===== src/rtl/fetch_ctrl_if.sv =====
// fetch_ctrl_if: fetch-stage control bundle between the pipeline (master) and the fetch controller (slave)
interface fetch_ctrl_if #(
  parameter int CNT_W = 16
);
  logic [31:0]      pc_4;
  logic             if_br;
  logic [31:0]      br_tgt_if;
  logic             jump_id;
  logic [31:0]      jump_tgt_id;
  logic             is_br_ex;
  logic             branch_ex;
  logic [31:0]      br_tgt_ex;
  logic [31:0]      br_fall_ex;
  logic             haz_stall;
  logic             imem_rdy;
  logic [31:0]      next_pc;
  logic             pc_we;
  logic             flush_if;
  logic             flush_id;
  logic             predict_taken;
  logic [CNT_W-1:0] mispred_cnt;
  logic [CNT_W-1:0] stall_cnt;
  modport master (
    output pc_4, if_br, br_tgt_if, jump_id, jump_tgt_id, is_br_ex, branch_ex,
           br_tgt_ex, br_fall_ex, haz_stall, imem_rdy,
    input  next_pc, pc_we, flush_if, flush_id, predict_taken, mispred_cnt, stall_cnt
  );
  modport slave (
    input  pc_4, if_br, br_tgt_if, jump_id, jump_tgt_id, is_br_ex, branch_ex,
           br_tgt_ex, br_fall_ex, haz_stall, imem_rdy,
    output next_pc, pc_we, flush_if, flush_id, predict_taken, mispred_cnt, stall_cnt
  );
endinterface


===== src/rtl/fetch_ctrl.sv =====
// fetch_ctrl: next-PC selection, flush control and 2-bit branch predictor; FETCH_PERF_CNT_EN adds perf counters
module fetch_ctrl #(
  parameter logic [31:0] RESET_PC  = 32'h0,
  parameter logic [1:0]  PRED_INIT = 2'b01,
  parameter int          CNT_W     = 16
) (
  input  logic        clk,
  input  logic        rst_n,
  fetch_ctrl_if.slave bus
);
  typedef enum logic [1:0] {RUN, WAIT, WAIT_PEND} state_t;
  state_t      state_q, state_d;
  logic [1:0]  cnt_q, cnt_d;
  logic [31:0] pend_q, pend_d;
  logic        pred_id_q, pred_id_d, pred_ex_q, pred_ex_d;
  logic        predict, mispred, adv, we, fif, fid;
  logic [31:0] fix_pc, nxt;
  assign predict = bus.if_br & cnt_q[1];
  assign mispred = bus.is_br_ex & (bus.branch_ex != pred_ex_q);
  assign fix_pc  = bus.branch_ex ? bus.br_tgt_ex : bus.br_fall_ex;
  assign adv     = we & ~bus.haz_stall;
  // redirect priority and FSM; WAIT with memory ready behaves exactly like RUN
  always_comb begin
    nxt     = bus.pc_4;
    we      = 1'b0;
    fif     = 1'b0;
    fid     = 1'b0;
    state_d = state_q;
    pend_d  = pend_q;
    if (state_q == WAIT_PEND) begin
      if (bus.imem_rdy) begin
        nxt     = mispred ? fix_pc : pend_q;
        we      = 1'b1;
        fif     = 1'b1;
        fid     = mispred;
        state_d = RUN;
      end else if (mispred) begin
        pend_d = fix_pc;
        fif    = 1'b1;
        fid    = 1'b1;
      end
    end else if (mispred) begin
      fif     = 1'b1;
      fid     = 1'b1;
      nxt     = fix_pc;
      we      = bus.imem_rdy;
      pend_d  = bus.imem_rdy ? pend_q : fix_pc;
      state_d = bus.imem_rdy ? RUN : WAIT_PEND;
    end else if (!bus.imem_rdy) begin
      state_d = WAIT;
    end else begin
      state_d = RUN;
      we      = ~bus.haz_stall;
      fif     = ~bus.haz_stall & bus.jump_id;
      nxt     = bus.haz_stall ? bus.pc_4 : bus.jump_id ? bus.jump_tgt_id : predict ? bus.br_tgt_if : bus.pc_4;
    end
  end
  // prediction pipe and saturating predictor; prediction above uses the pre-update counter
  always_comb begin
    pred_id_d = fif ? 1'b0 : adv ? predict : pred_id_q;
    pred_ex_d = (fid | bus.haz_stall) ? 1'b0 : adv ? pred_id_q : pred_ex_q;
    cnt_d     = !bus.is_br_ex ? cnt_q :
                bus.branch_ex ? cnt_q + {1'b0, cnt_q != 2'd3} : cnt_q - {1'b0, cnt_q != 2'd0};
  end
  // control state registers
  always_ff @(posedge clk or negedge rst_n) begin
    if (!rst_n) begin
      state_q   <= RUN;
      cnt_q     <= PRED_INIT;
      pend_q    <= '0;
      pred_id_q <= 1'b0;
      pred_ex_q <= 1'b0;
    end else begin
      state_q   <= state_d;
      cnt_q     <= cnt_d;
      pend_q    <= pend_d;
      pred_id_q <= pred_id_d;
      pred_ex_q <= pred_ex_d;
    end
  end
  assign bus.next_pc       = rst_n ? nxt : RESET_PC;
  assign bus.pc_we         = rst_n & we;
  assign bus.flush_if      = ~rst_n | fif;
  assign bus.flush_id      = ~rst_n | fid;
  assign bus.predict_taken = rst_n & predict;
`ifdef FETCH_PERF_CNT_EN
  logic [CNT_W-1:0] mis_q, mis_d, stl_q, stl_d;
  // saturating mispredict and stall-cycle counters
  always_comb begin
    mis_d = mis_q + CNT_W'(mispred & ~&mis_q);
    stl_d = stl_q + CNT_W'(~we & ~&stl_q);
  end
  // counter registers
  always_ff @(posedge clk or negedge rst_n) begin
    if (!rst_n) begin
      mis_q <= '0;
      stl_q <= '0;
    end else begin
      mis_q <= mis_d;
      stl_q <= stl_d;
    end
  end
  assign bus.mispred_cnt = mis_q;
  assign bus.stall_cnt   = stl_q;
`else
  assign bus.mispred_cnt = '0;
  assign bus.stall_cnt   = '0;
`endif
endmodule

===== src/flat_wrapper.sv =====
// flat-port wrapper written by rule: the top's interface ports become plain ports
module fetch_ctrl_flat 
#(
  parameter logic [31:0] RESET_PC  = 32'h0,
  parameter logic [1:0]  PRED_INIT = 2'b01,
  parameter int          CNT_W     = 16
)
  (clk, rst_n, bus_pc_4, bus_if_br, bus_br_tgt_if, bus_jump_id, bus_jump_tgt_id, bus_is_br_ex, bus_branch_ex, bus_br_tgt_ex, bus_br_fall_ex, bus_haz_stall, bus_imem_rdy, bus_next_pc, bus_pc_we, bus_flush_if, bus_flush_id, bus_predict_taken, bus_mispred_cnt, bus_stall_cnt);
  fetch_ctrl_if #(.CNT_W(CNT_W)) bus_i ();
  input  logic clk;
  input  logic rst_n;
  input wire logic [$bits(bus_i.pc_4)-1:0] bus_pc_4;
  input wire logic [$bits(bus_i.if_br)-1:0] bus_if_br;
  input wire logic [$bits(bus_i.br_tgt_if)-1:0] bus_br_tgt_if;
  input wire logic [$bits(bus_i.jump_id)-1:0] bus_jump_id;
  input wire logic [$bits(bus_i.jump_tgt_id)-1:0] bus_jump_tgt_id;
  input wire logic [$bits(bus_i.is_br_ex)-1:0] bus_is_br_ex;
  input wire logic [$bits(bus_i.branch_ex)-1:0] bus_branch_ex;
  input wire logic [$bits(bus_i.br_tgt_ex)-1:0] bus_br_tgt_ex;
  input wire logic [$bits(bus_i.br_fall_ex)-1:0] bus_br_fall_ex;
  input wire logic [$bits(bus_i.haz_stall)-1:0] bus_haz_stall;
  input wire logic [$bits(bus_i.imem_rdy)-1:0] bus_imem_rdy;
  output wire logic [$bits(bus_i.next_pc)-1:0] bus_next_pc;
  output wire logic [$bits(bus_i.pc_we)-1:0] bus_pc_we;
  output wire logic [$bits(bus_i.flush_if)-1:0] bus_flush_if;
  output wire logic [$bits(bus_i.flush_id)-1:0] bus_flush_id;
  output wire logic [$bits(bus_i.predict_taken)-1:0] bus_predict_taken;
  output wire logic [$bits(bus_i.mispred_cnt)-1:0] bus_mispred_cnt;
  output wire logic [$bits(bus_i.stall_cnt)-1:0] bus_stall_cnt;
  assign bus_i.pc_4 = bus_pc_4;
  assign bus_i.if_br = bus_if_br;
  assign bus_i.br_tgt_if = bus_br_tgt_if;
  assign bus_i.jump_id = bus_jump_id;
  assign bus_i.jump_tgt_id = bus_jump_tgt_id;
  assign bus_i.is_br_ex = bus_is_br_ex;
  assign bus_i.branch_ex = bus_branch_ex;
  assign bus_i.br_tgt_ex = bus_br_tgt_ex;
  assign bus_i.br_fall_ex = bus_br_fall_ex;
  assign bus_i.haz_stall = bus_haz_stall;
  assign bus_i.imem_rdy = bus_imem_rdy;
  assign bus_next_pc = bus_i.next_pc;
  assign bus_pc_we = bus_i.pc_we;
  assign bus_flush_if = bus_i.flush_if;
  assign bus_flush_id = bus_i.flush_id;
  assign bus_predict_taken = bus_i.predict_taken;
  assign bus_mispred_cnt = bus_i.mispred_cnt;
  assign bus_stall_cnt = bus_i.stall_cnt;
  fetch_ctrl #(.RESET_PC(RESET_PC), .PRED_INIT(PRED_INIT), .CNT_W(CNT_W)) u_core (.clk(clk), .rst_n(rst_n), .bus(bus_i));
endmodule

===== config.mk =====
export PLATFORM = sky130hd
export DESIGN_NAME = fetch_ctrl_flat
export DESIGN_NICKNAME = d
export VERILOG_FILES = /design/src/rtl/fetch_ctrl_if.sv /design/src/rtl/fetch_ctrl.sv /design/src/flat_wrapper.sv
export SDC_FILE = /design/constraint.sdc
export NUM_CORES = 1
export LEC_CHECK = 0
export CORE_MARGIN = 1
export CORE_UTILIZATION = 37
export CTS_CLUSTER_DIAMETER = 100
export DETAILED_ROUTE_END_ITERATION = 10
export PLACE_DENSITY = 0.87
export SLEW_MARGIN = 15
export SYNTH_ARGS = -nofsm -noshare
export SYNTH_HDL_FRONTEND = slang
export SYNTH_SLANG_ARGS = --single-unit

===== constraint.sdc =====
create_clock -name clk -period 2.2 [get_ports clk]
set_input_delay 0.44 -clock clk [delete_from_list [all_inputs] [get_ports clk]]
set_output_delay 0.44 -clock clk [all_outputs]
set_load 0.005 [all_outputs]

After elaboration in Yosys (flattened, before gate mapping)
Cells that the tools add are included. W data, S select, Z words.

Output and inout port bits: 68. Word-level logic and storage cells: 64. Flip-flop bits (word level): 38. Bits of input ports: 168.

$add $sub $neg: 2. Multiplexer cells: 35. Eq/ne operators: 6. Bitwise gates (word level): 11. Reductions and logical operators: 5.

Operators by type and width (count): $mux W32 (14); $mux W1 (16); $mux W2 (5); $ne A2 B2 Y1 const B (4); $reduce_bool A2 Y1 (4); $and A1 B1 Y1 (6); $or A1 B1 Y1 (3); $reduce_and A3 Y1 (1); $add A2 B1 Y2 (1); $eq A2 B2 Y1 const B (1); $not A1 Y1 (2); $sub A2 B1 Y2 (1); $ne A1 B1 Y1 (1).

Depth between registers and ports, before layout
Gate-level depths: netlist of run 1.

Word-level depth: 8. Mapped depth: 9. Gate-level depth less buffers: 7.

Least setup slack after synthesis of run 1
OpenSTA, ideal clock, no wires.

Path type: input port to output port. Start point: in bus_branch_ex. End point: out bus_next_pc[23]. Arrival time: 1460 ps. Cell stages on the path: 7. Data required time: 1760 ps. Setup slack: 300 ps. Buffers on the path: 3. Cells stage by stage: buf_6 > xor2_2 > and2_1 > buf_6 > buf_6 > a31oi_1 > o2111a_1.

Longest elaborated chain between the ends: 6. Elaborated cells between the ends (all ways): 8. Those cells by class: eq/ne: 1; mux: 6; bitwise: 1.

Ends and longest elaborated chain: from (decl) (line flat_wrapper.sv:18) `input wire logic [$bits(bus_i.branch_ex)-1:0] bus_branch_ex;`; $ne A1 B1 Y1 (line fetch_ctrl.sv:19) `assign mispred = bus.is_br_ex & (bus.branch_ex != pred_ex_q);`; $and A1 B1 Y1 (line fetch_ctrl.sv:19); $mux W32 (line fetch_ctrl.sv:32) `nxt = mispred ? fix_pc : pend_q;`; $mux W32 (line fetch_ctrl.sv:31) `if (bus.imem_rdy) begin`; $mux W32 (*) (line fetch_ctrl.sv:30) `if (state_q == WAIT_PEND) begin`; $mux W32 (*) (line fetch_ctrl.sv:81) `assign bus.next_pc = rst_n ? nxt : RESET_PC;`; to (decl) (line flat_wrapper.sv:23) `output wire logic [$bits(bus_i.next_pc)-1:0] bus_next_pc;`.

Every way passes the cells marked *; elsewhere a longest branch is shown, timed or not.

Final worst setup path of run 1
Start point: reg u_core.state_q[0]. End point: out bus_next_pc[3].

Longest elaborated chain between the ends: 3.

Ends and longest elaborated chain: from (decl) (line fetch_ctrl.sv:12) `state_t state_q, state_d;`; from (signal assigned) (line fetch_ctrl.sv:74) `state_q <= state_d;`; $eq A2 B2 Y1 (line fetch_ctrl.sv:30); $mux W32 (line fetch_ctrl.sv:30); $mux W32 (line fetch_ctrl.sv:81).

No other way between the ends.

==> reports/results.ini, run 1 <==
[worst_setup_path]
cpPeakStageDelay_ns = 0.45
crit_chain = or3b_4 -> buf_6 -> clkbuf_16 -> nor2_2 -> a31oi_4 -> o2111a_1 -> buf_2
cp-end-kind = primary output
crit_fanout = 8
timing.rr.end = u_core.cnt_q[1]
cpMaxStageDelayCell = or3b_4
rr_worst_depth = 8
start_kind = register
crit_type = register to primary output
rrSetupSlack_ns = 0.55
r2r-start = u_core.cnt_q[1]
cp.arrival_ns = 1.95
required_ns = 1.76

[outcome]
violations = negative setup slack
status = finished, violations left

[route]
drtIter0Drc = 225
vias_per_cell = 5.82
first_pass_iters = 4
wl_mm = 17.6
drtAntennaViolNets = 0
drc_errors = 0
routedWlPerCell_um = 21.0
vias = 4870

[synthesis]
ys.flop_type = dfrtp_1
synth.distinct_cells = 35
ys_ff_latch = 38
synth_area_sq_mm = 0.00368
synth_edf_count = 0
synth_area_per_cell_sq_um = 8.17
yosys_warnings = 0
ys_seq_area_frac = 0.259
async_flop_share = 1.00
synth_cells = 450

[final_layout]
drive_above_1_share = 0.317
final_cells = 837
nFillCells = 676
register_area_sq_um = 952
fin_util = 0.732
final_net_count = 872
num_antenna_cells = 0
multi_input_area_sq_mm = 0.00289
fin_area_sq_mm = 0.00709
syn_to_final_growth_pct = 92.8

[timing]
finClkSkew_ns = 0.00826
tns_ns = -3.99
holdWs_ns = 0.140
finalSetupViolCount = 32
fmaxAchievable_mhz = 419
maxSlewViolCount = 0
post-route-period-util = 1.09
fin_crit_ns = 2.39
hold_viol = 0
setup_ws_ns = -0.188
rsz0062_at_grt = true

[clock_network]
clkTransAtPathRegs_ns = 0.09
cts-hold-fix-buffers = 0
clock-root-buffer = clkbuf_8
cts_max_path_buffers = 2
clkLatencyLatePin_ns = 0.30
cts_tree = yes
cts_max_level = 2
cts.sinks = 38
cts_buffers = 5

[floorplanning]
coreArea_sq_mm = 0.00968
ios = 236
die-area_sq_mm = 0.0103
start_util = 0.380
rows = 36
die_w_um = 102
die_h_um = 102

[power_and_ir_drop]
power_frac_comb = 0.477
clock_power_share = 0.230
pwr_density_cell_mw_per_mm2 = 454
cellInternalPower_mw = 2.13
p_total_mw = 3.22
p_sw_frac = 0.340
pwr-share-seq = 0.293
p_sw_mw = 1.09
p_leak_nw = 2.82
ir_drop_mv = 0.402

[global_routing]
grt_pass1_vias = 4635
grt_overflow = 0
grt_max_degree = 39
grt_usage = 0.302
antenna_found_initial = 0
grt_first_pass_wirelength_mm = 23.5

[placement]
dpl_cell_area_sq_mm = 0.00596
dp_cells = 794
portBuffers = 203
hpwl_mm = 10.7
pre_cts_slack_ns = -0.814
gp_congestion = 0.888

[worst_hold_path]
hold_path.class = input port to asynchronous set/reset pin

[run]
maxCapViolations = 0

cells by family (layout without fill, tap and decap cells):
group / Yosys count / after routing / share of synthesized area
compound gates: 201 / 201 / 0.374
xor+xnor: 1 / 1 / 0.00442
fa+ha+maj: 1 / 1 / 0.00340
buf+inv: 84 / 307 / 0.158
flops: 38 / 38 / 0.259
mux: 35 / 35 / 0.0956
other cells: 1 / 32 / 0.00102
simple gates: 89 / 89 / 0.105
critical path: cells and delay by family, from the launching register on:
| kind | cells | cell delay (ns) |
|---|---|---|
| AO/OA/AOI/OAI | 2 | 0.18 |
| AND/OR/NAND/NOR | 2 | 0.60 |
| flip-flops | 1 | 0.40 |
| buffers and inverters | 3 | 0.46 |
worst max-delay path by stage:
stage                            to               from  slack (ns)
finish               bus_next_pc[3]  u_core.state_q[0]       -0.19
global route        bus_next_pc[10]  u_core.state_q[0]       -0.25
CTS                 bus_next_pc[13]  u_core.state_q[0]       -0.48
detailed placement  bus_next_pc[28]      bus_haz_stall       -0.81
global placement    bus_next_pc[20]      bus_haz_stall       -0.78
floorplan           bus_next_pc[23]      bus_branch_ex        0.30
what timing repair did:
action                                  in CTS  in global routing
setup buffers                                7                 16
pin swaps                                    9                 30
cloned                                       7                  7
resized for setup                           97                179
endpoints found under the setup margin      35                 35
power groups by stage:
stage / clock network, mW / registers (mW) / logic (mW)
after detailed placement: 0 / 0.946 / 1.30
after global placement: 0 / 0.936 / 1.24
after CTS: 0.752 / 0.936 / 1.37
after floorplan: 0 / 0.912 / 0.650
after global routing: 0.778 / 0.955 / 1.64
final: 0.740 / 0.943 / 1.54
synthesized netlist by cell type (2+ instances only):
cell	number	area, sq um
mux2i_1	34	340
clkbuf_1	8	30.0
nor2b_1	4	25.0
o21ai_1	9	45.0
a21oi_1	67	335
o32ai_1	32	280
o21ai_0	26	130
nand2_1	3	11.3
dfrtp_1	37	926
nor2_1	67	251
and3_1	2	12.5
nand3_1	3	15.0
nor3_1	4	20.0
a31oi_1	32	200
buf_6	12	135
o2111a_1	32	360
buf_4	37	278
buf_2	24	120
cell usage in the layout (no fill, tap or decap), types with 12 or more instances in the layout:
cell	instances
a21oi_1	66
a31oi_4	20
buf_12	12
buf_2	19
buf_4	51
buf_6	22
clkbuf_2	16
clkdlybuf4s50_1	161
conb_1	32
dfrtp_1	37
mux2i_1	34
nor2_1	39
nor2_2	17
o2111a_1	32
o21ai_1	17
o32ai_1	22
registers in the layout, indices dropped and copies added, names as in the netlist:
| signal | flops |
|---|---|
| u_core.pend_q | 32 |
| u_core.cnt_q | 2 |
| u_core.state_q | 2 |
| u_core.pred_ex_q | 1 |
| u_core.pred_id_q | 1 |
per-layer routing:
| layer | vias to the layer above | track usage | share of wire |
|---|---|---|---|
| met1 | 2329 | 0.336 | 0.37 |
| met5 | - | 0 | 0 |
| met3 | 55 | 0.0483 | 0.077 |
| met4 | 0 | 0.143 | 0.036 |
| li1 | 2178 | - | - |
| met2 | 308 | 0.558 | 0.52 |
layout make-up:
cell class,count,share of cell area
clock buffer,5,0.00971
clock inverter,3,0.00971
inverter,1,0.000529
multi-input combinational,359,0.408
sequential,38,0.134
tap,133,0.0235
timing repair buffer,298,0.415
Note: power is estimated with default switching activity, not from simulation.
==> run 2, diff against run 1 <==
--- a/config.mk
+++ b/config.mk
@@ -5,11 +5,13 @@
 export SDC_FILE = /design/constraint.sdc
 export NUM_CORES = 1
 export LEC_CHECK = 0
-export CORE_MARGIN = 1
-export CORE_UTILIZATION = 37
-export CTS_CLUSTER_DIAMETER = 100
+export CORE_AREA = 2 2 92 94
+export CTS_CLUSTER_DIAMETER = 30
 export DETAILED_ROUTE_END_ITERATION = 10
-export PLACE_DENSITY = 0.87
+export DIE_AREA = 0 0 94 96
+export DONT_BUFFER_PORTS = 1
+export PLACE_DENSITY = 0.66
+export SETUP_SLACK_MARGIN = 0.1
 export SLEW_MARGIN = 15
 export SYNTH_ARGS = -nofsm -noshare
 export SYNTH_HDL_FRONTEND = slang
==> run 2 against run 1 <==
The flow now finishes without violations. Power fell by 29%. Hold slack better by 0.070 ns. First-iteration DRC count fell by 8.0%. Global-route usage down 6.4 points. Routed wire length down 34%. Core utilization shrank 25 points. Clock skew fell by 0.00084 ns. Sequential share of layout area increased by 11 points. Flip-flop and latch count unchanged. Non-clock buffer count fell by 273. Maximum frequency increased by 11%.
==> reports/results.ini, run 2 (synthesized netlist as in run 1, its figures left out) <==
[placement]
portBuffers = 0
dp_cells = 522
gp_congestion = 0.789
hpwl_mm = 7.90
pre_cts_slack_ns = 0.121

[clock_network]
cts.sinks = 38
clkTransAtPathRegs_ns = 0.08
clkLatencyLatePin_ns = 0.29
cts_buffers = 5
cts_tree = yes
cts_max_level = 2
cts_max_path_buffers = 2
clock-root-buffer = clkbuf_8

[floorplanning]
rows = 33
die-area_sq_mm = 0.00902
ios = 236
die_h_um = 96
start_util = 0.457
die_w_um = 94
coreArea_sq_mm = 0.00805

[final_layout]
final_cell_mix = nor2_1 (67), a21oi_1 (67), dfrtp_1 (36)
final_net_count = 599
final_cells = 536
fin_util = 0.483
reg_top3 = u_core.pend_q x32, u_core.cnt_q x2, u_core.state_q x2
syn_to_final_growth_pct = 5.82
largest_register = u_core.pend_q
num_antenna_cells = 0
largest_reg_flops = 32
drive_above_1_share = 0.146

[timing]
post-route-period-util = 0.974
hold_viol = 0
finClkSkew_ns = 0.00742
rsz0062_at_grt = true
maxSlewViolCount = 0
finalSetupViolCount = 0
setup_ws_ns = 0.0570
fin_crit_ns = 2.14
fmaxAchievable_mhz = 467
tns_ns = 0

[global_routing]
grt_pass1_vias = 3302
grt_overflow = 0
grt_max_degree = 39
antenna_found_initial = 0
grt_first_pass_wirelength_mm = 16.5
grt_usage = 0.238

[worst_setup_path]
crit_type = register to primary output
start_kind = register
cp.arrival_ns = 1.70
required_ns = 1.76
crit_fanout = 34
cp-end-kind = primary output

[route]
drtAntennaViolNets = 0
vias_per_cell = 6.70
first_pass_iters = 4
drc_errors = 0
vias = 3592
wl_mm = 11.7
routedWlPerCell_um = 21.8
drtIter0Drc = 207

[power_and_ir_drop]
ir_drop_mv = 0.276
p_leak_nw = 1.47
pwr_density_cell_mw_per_mm2 = 585

[run]
maxCapViolations = 0

[outcome]
status = finished clean

[worst_hold_path]
hold_path.class = input port to register

[run 2: final cells by class]
cell class	count	area (sq um)
clock buffer	8	110
multi-input combinational	359	2420
sequential	38	953
fill	785	4160
inverter	1	3.75
tap	105	131
timing repair buffer	25	277
[run 2: through the flow]
stage	area [sq um]	total power [mW]	hold WS, ns
global placement	3510	1.59	0.147
finish	3890	2.28	0.210
detailed placement	3510	1.62	0.146
global route	3890	2.42	0.197
floorplan	3790	1.56	0.144
CTS	3770	2.26	0.200
[run 2: timing repair]
| action | in CTS | in global routing |
|---|---|---|
| pin swaps | 7 | 12 |
| endpoints found under the hold margin | 38 | 0 |
| hold buffers | 2 | 0 |
| setup endpoints to repair | 32 | 32 |
| cloned | 2 | 0 |
| gates resized for setup | 21 | 24 |
| buffers inserted | 2 | 0 |
[run 2: critical path, stage by stage, from the launching register on]
cell and delay, ns:
dfrtp_1 0.38, or3b_4 0.41, buf_12 0.18, a31oi_1 0.18, o2111a_1 0.23
[run 2: path summary, 6_finish.rpt]
kind,endpoint,depth (start not counted),startpoint,slack [ns]
worst min-delay path,u_core.pred_ex_q,1,bus_haz_stall,0.21
min in group asynchronous,u_core.state_q[0],2,rst_n,0.60
max in group asynchronous,u_core.cnt_q[0],2,rst_n,1.35
worst min register to register,u_core.pend_q[16],2,u_core.pend_q[16],0.53
worst max register to register,u_core.cnt_q[1],8,u_core.cnt_q[1],0.63
worst max-delay path,bus_next_pc[11],4,u_core.state_q[0],0.06
[run 2: per-layer routing]
layer / track usage / part of all wire
met2: 0.427 / 0.50
met5: 0 / 0
met4: 0.0894 / 0.023
met3: 0.0431 / 0.092
met1: 0.284 / 0.38
[run 2: report_power, final]
part,internal [mW],switching [mW],leakage [nW]
registers,0.846,0.0974,0.427
clock network,0.317,0.243,0.0575
logic,0.350,0.423,0.986
